**src/rtl/uart_pkg.sv**
```systemverilog
// uart_pkg: definitions shared by the UART transmitter and receiver.
//  - uart_state_e : 4-bit frame-state encoding (also exported on d_state)
//  - tick_w       : width of a counter that covers 0..osr-1
//  - bit_cnt_w    : width of the per-phase bit counter
//  - frame_ticks  : total i_en ticks in one frame
package uart_pkg;

  typedef enum logic [3:0] {
    ST_IDLE  = 4'd0,
    ST_START = 4'd1,
    ST_DATA  = 4'd2,
    ST_STOP  = 4'd3
  } uart_state_e;

  function automatic int unsigned max3(input int unsigned a,
                                       input int unsigned b,
                                       input int unsigned c);
    int unsigned m;
    m = (a > b) ? a : b;
    return (m > c) ? m : c;
  endfunction

  function automatic int unsigned tick_w(input int unsigned osr);
    return (osr > 1) ? $clog2(osr) : 1;
  endfunction

  function automatic int unsigned bit_cnt_w(input int unsigned start_bits,
                                            input int unsigned data_bits,
                                            input int unsigned stop_bits);
    return $clog2(max3(start_bits, data_bits, stop_bits)) + 1;
  endfunction

  function automatic int unsigned frame_ticks(input int unsigned start_bits,
                                              input int unsigned data_bits,
                                              input int unsigned stop_bits,
                                              input int unsigned osr);
    return (start_bits + data_bits + stop_bits) * osr;
  endfunction

endpackage

```
**src/rtl/uart_bit_timer.sv**
```systemverilog
// uart_bit_timer: counts i_en ticks within one bit period of OSR ticks.
// Ports:
//  i_clk      clock
//  i_rst      synchronous active-high reset (count -> 0)
//  i_clr      hold the count at 0 (used while no frame is running)
//  i_en       tick enable; the count only moves on ticks
//  o_bit_end  high on the tick that completes the current bit
module uart_bit_timer
  import uart_pkg::*;
#(
  parameter int unsigned OSR = 16
) (
  input  logic i_clk,
  input  logic i_rst,
  input  logic i_clr,
  input  logic i_en,
  output logic o_bit_end
);

  localparam int unsigned TW = tick_w(OSR);
  localparam logic [TW-1:0] TICK_LAST = TW'(OSR - 1);

  logic [TW-1:0] tick_d, tick_q;

  always_comb begin
    // >= rather than == so a corrupted count past the terminal value
    // still ends the bit instead of wrapping through the full range.
    o_bit_end = i_en && (tick_q >= TICK_LAST);
    tick_d    = tick_q;
    if (i_clr) begin
      tick_d = '0;
    end else if (i_en) begin
      tick_d = o_bit_end ? '0 : tick_q + TW'(1);
    end
  end

  always_ff @(posedge i_clk) begin
    if (i_rst) begin
      tick_q <= '0;
    end else begin
      tick_q <= tick_d;
    end
  end

endmodule

```
**src/rtl/uart_tx.sv**
```systemverilog
// uart_tx: serialises one DATA-bit word per frame: START start bits,
// data LSB-first, STOP stop bits, each bit lasting OSR i_en ticks.
// Ports:
//  i_divided_clk  oversampled clock (only clock)
//  i_rst          synchronous active-high reset; aborts any frame
//  i_en           tick enable; frame timing advances only when high
//  i_data         word to send, sampled only on accept
//  i_valid        i_data valid; accepted when o_ready is high
//  o_ready        high while idle (word accepted on this edge if i_valid)
//  o_tx           registered serial line
//  o_busy         frame in progress
//  o_done         one-clock pulse when the last stop tick completes
//  d_state        current state encoding (debug)
module uart_tx
  import uart_pkg::*;
#(
  parameter int unsigned START    = 1,
  parameter int unsigned DATA     = 8,
  parameter int unsigned STOP     = 2,
  parameter int unsigned OSR      = 16,
  parameter logic        IDLE_LVL = 1'b1
) (
  input  logic            i_divided_clk,
  input  logic            i_rst,
  input  logic            i_en,
  input  logic [DATA-1:0] i_data,
  input  logic            i_valid,
  output logic            o_ready,
  output logic            o_tx,
  output logic            o_busy,
  output logic            o_done,
  output logic [3:0]      d_state
);

  localparam int unsigned BW = bit_cnt_w(START, DATA, STOP);
  localparam logic [BW-1:0] START_LAST = BW'(START - 1);
  localparam logic [BW-1:0] DATA_LAST  = BW'(DATA - 1);
  localparam logic [BW-1:0] STOP_LAST  = BW'(STOP - 1);

  uart_state_e     state_d, state_q;
  logic [DATA-1:0] shift_d, shift_q;
  logic [BW-1:0]   bit_cnt_d, bit_cnt_q;
  logic            tx_d, tx_q;
  logic            ready_d, ready_q;
  logic            busy_d, busy_q;
  logic            done_d, done_q;

  logic            running;
  logic            bit_end;
  logic [DATA-1:0] shift_next;

  // Timer only runs inside a frame; otherwise it is held at zero so the
  // first tick after accept is tick 0 of the first start bit.
  assign running = (state_q == ST_START) || (state_q == ST_DATA) ||
                   (state_q == ST_STOP);

  uart_bit_timer #(
    .OSR (OSR)
  ) u_bit_timer (
    .i_clk     (i_divided_clk),
    .i_rst     (i_rst),
    .i_clr     (!running),
    .i_en      (i_en && running),
    .o_bit_end (bit_end)
  );

  always_comb begin
    state_d    = state_q;
    shift_d    = shift_q;
    bit_cnt_d  = bit_cnt_q;
    tx_d       = tx_q;
    ready_d    = ready_q;
    busy_d     = busy_q;
    done_d     = 1'b0;
    shift_next = shift_q >> 1;

    case (state_q)
      ST_IDLE: begin
        ready_d = 1'b1;
        busy_d  = 1'b0;
        tx_d    = IDLE_LVL;
        if (i_valid && ready_q) begin
          shift_d   = i_data;
          tx_d      = ~IDLE_LVL;
          ready_d   = 1'b0;
          busy_d    = 1'b1;
          bit_cnt_d = '0;
          state_d   = ST_START;
        end
      end

      ST_START: begin
        if (bit_end) begin
          if (bit_cnt_q >= START_LAST) begin
            bit_cnt_d = '0;
            tx_d      = shift_q[0];
            state_d   = ST_DATA;
          end else begin
            bit_cnt_d = bit_cnt_q + BW'(1);
          end
        end
      end

      ST_DATA: begin
        if (bit_end) begin
          shift_d = shift_next;
          if (bit_cnt_q >= DATA_LAST) begin
            bit_cnt_d = '0;
            tx_d      = IDLE_LVL;
            state_d   = ST_STOP;
          end else begin
            bit_cnt_d = bit_cnt_q + BW'(1);
            tx_d      = shift_next[0];
          end
        end
      end

      ST_STOP: begin
        if (bit_end) begin
          if (bit_cnt_q >= STOP_LAST) begin
            bit_cnt_d = '0;
            tx_d      = IDLE_LVL;
            done_d    = 1'b1;
            busy_d    = 1'b0;
            ready_d   = 1'b1;
            state_d   = ST_IDLE;
          end else begin
            bit_cnt_d = bit_cnt_q + BW'(1);
          end
        end
      end

      default: begin
        state_d   = ST_IDLE;
        shift_d   = '0;
        bit_cnt_d = '0;
        tx_d      = IDLE_LVL;
        ready_d   = 1'b1;
        busy_d    = 1'b0;
      end
    endcase
  end

  always_ff @(posedge i_divided_clk) begin
    if (i_rst) begin
      state_q   <= ST_IDLE;
      shift_q   <= '0;
      bit_cnt_q <= '0;
      tx_q      <= IDLE_LVL;
      ready_q   <= 1'b1;
      busy_q    <= 1'b0;
      done_q    <= 1'b0;
    end else begin
      state_q   <= state_d;
      shift_q   <= shift_d;
      bit_cnt_q <= bit_cnt_d;
      tx_q      <= tx_d;
      ready_q   <= ready_d;
      busy_q    <= busy_d;
      done_q    <= done_d;
    end
  end

  assign o_tx    = tx_q;
  assign o_ready = ready_q;
  assign o_busy  = busy_q;
  assign o_done  = done_q;
  assign d_state = state_q;

endmodule

```
**config.mk**
```make
export PLATFORM = sky130hd
export DESIGN_NAME = uart_tx
export DESIGN_NICKNAME = d
export VERILOG_FILES = /design/src/rtl/uart_pkg.sv /design/src/rtl/uart_bit_timer.sv /design/src/rtl/uart_tx.sv
export SDC_FILE = /design/constraint.sdc
export NUM_CORES = 1
export LEC_CHECK = 0
export CORE_AREA = 2 2 54 56
export CTS_BUF_LIST = sky130_fd_sc_hd__clkbuf_4 sky130_fd_sc_hd__clkbuf_8
export DETAILED_ROUTE_END_ITERATION = 8
export DIE_AREA = 0 0 56 58
export GPL_TIMING_DRIVEN = 0
export PLACE_DENSITY_LB_ADDON = 0.2
export SYNTH_ARGS = -nofsm -noshare
export SYNTH_HDL_FRONTEND = slang
export SYNTH_SLANG_ARGS = --single-unit
```
**constraint.sdc**
```tcl
create_clock -name i_divided_clk -period 1.9 [get_ports i_divided_clk]
set_input_delay 0.38 -clock i_divided_clk [delete_from_list [all_inputs] [get_ports i_divided_clk]]
set_output_delay 0.38 -clock i_divided_clk [all_outputs]
set_load 0.05 [all_outputs]
```
# ---- Word-level counts from Yosys, hierarchy flattened
# Index checks and enable logic that the tools add are counted.
dict set report classes {
  addsub 2
  n_lt_le_gt_ge 4
  n_eq_ne 10
  muxes 34
  bitwise_logic 5
  n_reduce_logical 15
}
# op n
set op_table {}
lappend op_table {{$mux 4} 15}
lappend op_table {{$pmux 4 s4} 2}
lappend op_table {{$pmux 8 s3} 1}
lappend op_table {{$mux 8} 2}
lappend op_table {{$mux 1} 11}
lappend op_table {{$add 4x1->4 const B} 2}
lappend op_table {{$eq 4x2->1 const B} 2}
lappend op_table {{$ge 4x1->1 const B} 2}
lappend op_table {{$ne 2x2->1 const B} 4}
lappend op_table {{$reduce_and 7->1} 1}
lappend op_table {{$ne 2x1->1 const B} 3}
lappend op_table {{$pmux 1 s3} 2}
lappend op_table {{$reduce_and 3->1} 2}
lappend op_table {{$reduce_or 2->1} 3}
lappend op_table {{$not 1->1} 5}
lappend op_table {{$reduce_and 5->1} 1}
lappend op_table {{$eq 4x1->1 const B} 1}
lappend op_table {{$ge 4x3->1 const B} 1}
lappend op_table {{$ge 4x4->1 const B} 1}
lappend op_table {{$logic_not 4->1} 1}
lappend op_table {{$pmux 1 s4} 1}
lappend op_table {{$reduce_and 4->1} 1}
lappend op_table {{$logic_and 1x1->1} 3}
lappend op_table {{$reduce_or 3->1} 1}
lappend op_table {{$logic_or 1x1->1} 2}
dict set report word_totals {
  register_bits 24
  inputBits 12
  output_inout_bits 8
  elab_cells 78
}

# ---- Longest topological paths before layout
dict set report logic_depth {
  depth_word 7
  mapped_depth 7
  depth_no_buf 6
}

# ---- Cells and area by module
# From an unflattened synthesis, not the netlist that was laid out.
dict set report hier_totals {
  cells_unflattened 134
  area_unflattened_um2 1208.7
}
# module n_inst cells_each area_per_inst_um2 seq_area_each_um2
set modules_own_cells {}
lappend modules_own_cells {uart_tx 1 112 1011.0 360.3}
lappend modules_own_cells {uart_bit_timer 1 22 197.7 80.1}

# ---- Least setup slack after synthesis
# OpenSTA, ideal clock, no wires.
dict set report synth_path {
  path_type {register -> register}
  startpoint {register state_q[0], in the netlist d_state[0]}
  endpoint {register shift_q[0]}
  setup_time_ns 0.136
  arrival_time_ns 1.917
  required_time_ns 1.764
  path_slack_ns -0.153
  stages_incl_launch_ff 8
  n_path_buf 1
  period_less_slack_ns 2.053
  path_cell_list {dfxtp_1 > inv_1 > ha_1 > a21boi_4 > nor3_4 > and2_4 > buf_6 > a211oi_2}
}
dict set report synth_between {
  elab_chain_cells 7
  elab_cells_between_ends 14
  cone_classes {eq/ne (5); mux (1); bitwise (1); reduce/logical (7)}
}
# item line
set synth_lines {}
lappend synth_lines {{start, declared} uart_tx.sv:40} ;# uart_state_e state_d, state_q;
lappend synth_lines {{start signal, assigned} uart_tx.sv:154} ;# state_q <= state_d;
lappend synth_lines {{$eq 4x1->1 or $eq 4x2->1 (tied branches)} {uart_tx.sv:54, uart_tx.sv:77}}
lappend synth_lines {{$logic_or 1x1->1 (2 in a row)} uart_tx.sv:54} ;# assign running = (state_q == ST_START) || (state_q == ST_DATA) ||
lappend synth_lines {{$logic_and 1x1->1} uart_tx.sv:63} ;# .i_en (i_en && running),
lappend synth_lines {{$logic_and 1x1->1} uart_bit_timer.sv:28} ;# o_bit_end = i_en && (tick_q >= TICK_LAST);
lappend synth_lines {{$ne 2x2->1 (no line)} -}
lappend synth_lines {{$reduce_and 3->1 (no line)} -}
lappend synth_lines {{end signal, assigned} uart_tx.sv:155} ;# shift_q <= shift_d;
lappend synth_lines {{end, declared} uart_tx.sv:41} ;# logic [DATA-1:0] shift_d, shift_q;
# Several ways; a longest one is shown, not always the timed one.
# A chain may end at the register's enable or synchronous reset.

# ---- Final worst setup path
dict set report layout_path {
  startpoint {register busy_q, in the netlist o_busy}
  endpoint {output port o_busy}
}
# item line
set layout_rtl {}
lappend layout_rtl {{start, declared} uart_tx.sv:45} ;# logic busy_d, busy_q;
lappend layout_rtl {{start signal, assigned} uart_tx.sv:159} ;# busy_q <= busy_d;
lappend layout_rtl {{end, declared} uart_tx.sv:30} ;# output logic o_busy,
# No word-level cell between the ends.

==> impl_metrics.json <==
{
  "grt_pass1_vias": 1048,
  "critPathKind": "reg -> out",
  "irDropWorstVdd_v": 0.00125,
  "vias": 1066,
  "slew_headroom": 0.617,
  "end_kind": "output port",
  "period_needed_ps": 1840,
  "portBuffers": 16,
  "grt_overflow": 0,
  "dieArea_mm2": 0.00325,
  "critical_path.max_fanout": 2,
  "fp.coreArea_mm2": 0.00266,
  "worst_slack_ps": 57.9,
  "drive_above_1_share": 0.239,
  "grtUsageTotal": 0.186,
  "yosysWarningCount": 0,
  "worstPathArrival_ps": 1460,
  "path_buf_inv": 1,
  "path_clk_slew_ps": 130,
  "num_rows": 19,
  "design_area_mm2": 0.00157,
  "required_ps": 1520,
  "grt_max_degree": 13,
  "syn_to_final_growth_pct": 20.5,
  "synthFlopType": "dfxtp_1",
  "tightest_slew_ps": 575,
  "power_density_mw_per_mm2": 1580,
  "clock_skew_ps": 9.98,
  "crit_path_max_incr_delay_ps": 800,
  "outcome": "complete, no violations",
  "clockBufferDepth": 2,
  "drv_slew": 0,
  "hold_viol": 0,
  "ys_top_cells_by_count": "dfxtp_1 (22), a21oi_1 (11), a211oi_2 (8), ha_1 (8), nor3_1 (8)",
  "drtAntennaViolNets": 0,
  "grt_use_met2": 0.308,
  "busiest_layer": "met2",
  "use_met3": 0.0290,
  "antenna_found_initial": 0,
  "routed_wl_um": 2790,
  "cts_tree": "yes",
  "critical_path.slowest_cell": "clkdlybuf4s50_1",
  "netlist.area_leader.share": 0.339,
  "die_y_um": 58,
  "start_util": 0.488,
  "grt_pass1_wl_um": 4800,
  "nNetsFinal": 176,
  "setup_violations": 0,
  "clock_sinks": 22,
  "start_kind": "flop",
  "crit_chain": "clkdlybuf4s50_1",
  "numCtsBuffers": 3,
  "final.period_utilization": 0.970,
  "h-tree-depth": 1,
  "place_hpwl_um": 2030,
  "synth_cell_types": 46,
  "routed_via_density": 5.73,
  "pre_cts_ws_ps": -229,
  "ys_top_cells_by_area": "dfxtp_1 (34%), a211oi_2 (7.7%), ha_1 (7.7%), a21oi_1 (4.2%), a22oi_1 (4.0%)",
  "die_w_um": 56,
  "gp_congestion": 0.772,
  "cts-root-buf": "clkbuf_4",
  "maxCapViolations": 0,
  "netlist_instances": 131,
  "p_total_mw": 2.47,
  "drt_iter0_markers": 22,
  "synth_top_area_cell": "dfxtp_1",
  "async_reset_ff_frac": 0,
  "clk_latency_ps": 310,
  "synth.most_common_cell": "dfxtp_1",
  "gr-usage-met1": 0.246,
  "synth-seq-cells": 22,
  "rsz0062_at_grt": "no",
  "wl_per_cell_um": 15.0,
  "synth_area_mm2": 0.00130,
  "drc": 0,
  "antenna_cells": 0,
  "yosysSeqAreaShare": 0.339,
  "max_freq_mhz": 543,
  "place_area_mm2": 0.00151,
  "power.leakage_nw": 0.629,
  "io_pins": 20,
  "synth_edf_count": 0,
  "hold_path_class": "in -> reg",
  "syn_avg_cell_area_um2": 9.92,
  "cpLargestDelayFamily": "buffers and inverters",
  "drt_first_pass_iters": 4,
  "cts_hold_buf": 0
}
[per-layer routing]
| metal | vias up | part of all wire |
|---|---|---|
| met5 | - | 0 |
| met4 | 0 | 0.017 |
| met3 | 6 | 0.030 |
| met2 | 18 | 0.47 |
| met1 | 510 | 0.48 |
| li1 | 532 | - |
[layout by cell type (no fill, tap or decap), types with 2 or more instances in the layout]
master / Yosys / layout
o21ai_0: 3 / 3
clkdlybuf4s50_1: 0 / 12
a31oi_1: 4 / 4
a22oi_1: 7 / 7
a21oi_1: 11 / 11
ha_1: 8 / 8
dlygate4sd2_1: 0 / 2
mux2i_1: 2 / 2
nor3_1: 8 / 8
dfxtp_2: 0 / 2
inv_1: 6 / 6
nand4_1: 4 / 4
clkbuf_1: 3 / 3
conb_1: 1 / 2
nand2b_1: 3 / 3
buf_4: 3 / 6
nand2_1: 5 / 5
clkbuf_4: 0 / 3
dfxtp_1: 22 / 20
nor2_1: 2 / 2
dlymetal6s2s_1: 0 / 2
a211oi_2: 8 / 8
o21ba_2: 2 / 2
buf_2: 2 / 2
[per-stage QoR]
| stage | std cells | util | setup TNS [ps] | hold slack, ps |
|---|---|---|---|---|
| 6_report | 186 | 0.588 | 0 | 486 |
| 3_5_place_dp | 179 | 0.565 | -1570 | 503 |
| 5_1_grt | 186 | 0.588 | 0 | 531 |
| 2_1_floorplan | 132 | - | 0 | 475 |
| 4_1_cts | 183 | 0.578 | 0 | 480 |
| 3_3_place_gp | 179 | 0.565 | -1130 | 492 |
[state kept, by name (all words and copies together) (netlist names)]
| signal | count |
|---|---|
| shift_q | 8 |
| bit_cnt_q | 4 |
| u_bit_timer.tick_q | 4 |
| d_state | 2 |
| o_busy | 1 |
| o_done | 1 |
| o_ready | 1 |
| o_tx | 1 |
[repair_timing]
action	in CTS	in global routing
pin swaps	0	1
gates cloned	0	0
hold endpoints to repair	0	0
endpoints found under the setup margin	2	9
setup buffers	0	3
resized for setup	2	2
[kinds of logic after synthesis]
group / Yosys count / share of synthesized area
XOR/XNOR: 2 / 0.0135
buffers and inverters: 16 / 0.0626
other: 1 / 0.00288
adder cells (fa/ha/maj): 8 / 0.0770
flip-flops: 22 / 0.339
multiplexers: 4 / 0.0356
AO/OA/AOI/OAI: 46 / 0.298
AND/OR/NAND/NOR: 32 / 0.171
[report_power, final]
| part | total, mW | switching (mW) | internal [mW] |
|---|---|---|---|
| combinational | 1.53 | 0.873 | 0.662 |
| clock | 0.267 | 0.150 | 0.117 |
| sequential | 0.669 | 0.0851 | 0.583 |
[path summary, 6_finish.rpt]
kind                                           startpoint                 endpoint  slack, ps  cells past startpoint
worst max-delay path                  o_busy$_SDFFE_PP0P_                   o_busy         60                      1
worst min-delay path                                i_rst  d_state[0]$_SDFFE_PP0P_        490                      3
worst max register to register  bit_cnt_q[1]$_SDFFE_PP0P_  d_state[0]$_SDFFE_PP0P_        110                      6
worst min register to register    d_state[1]$_SDFFE_PP0P_  d_state[1]$_SDFFE_PP0P_        520                      2
[cell type report]
class	count	area, um2
fill	269	1100
multi-input combinational	94	782
sequential	22	443
timing repair buffer	19	185
buffer	10	58.8
tap	31	38.8
clock buffer	4	36.3
inverter	6	22.5
(Power assumes the default switching activity.)
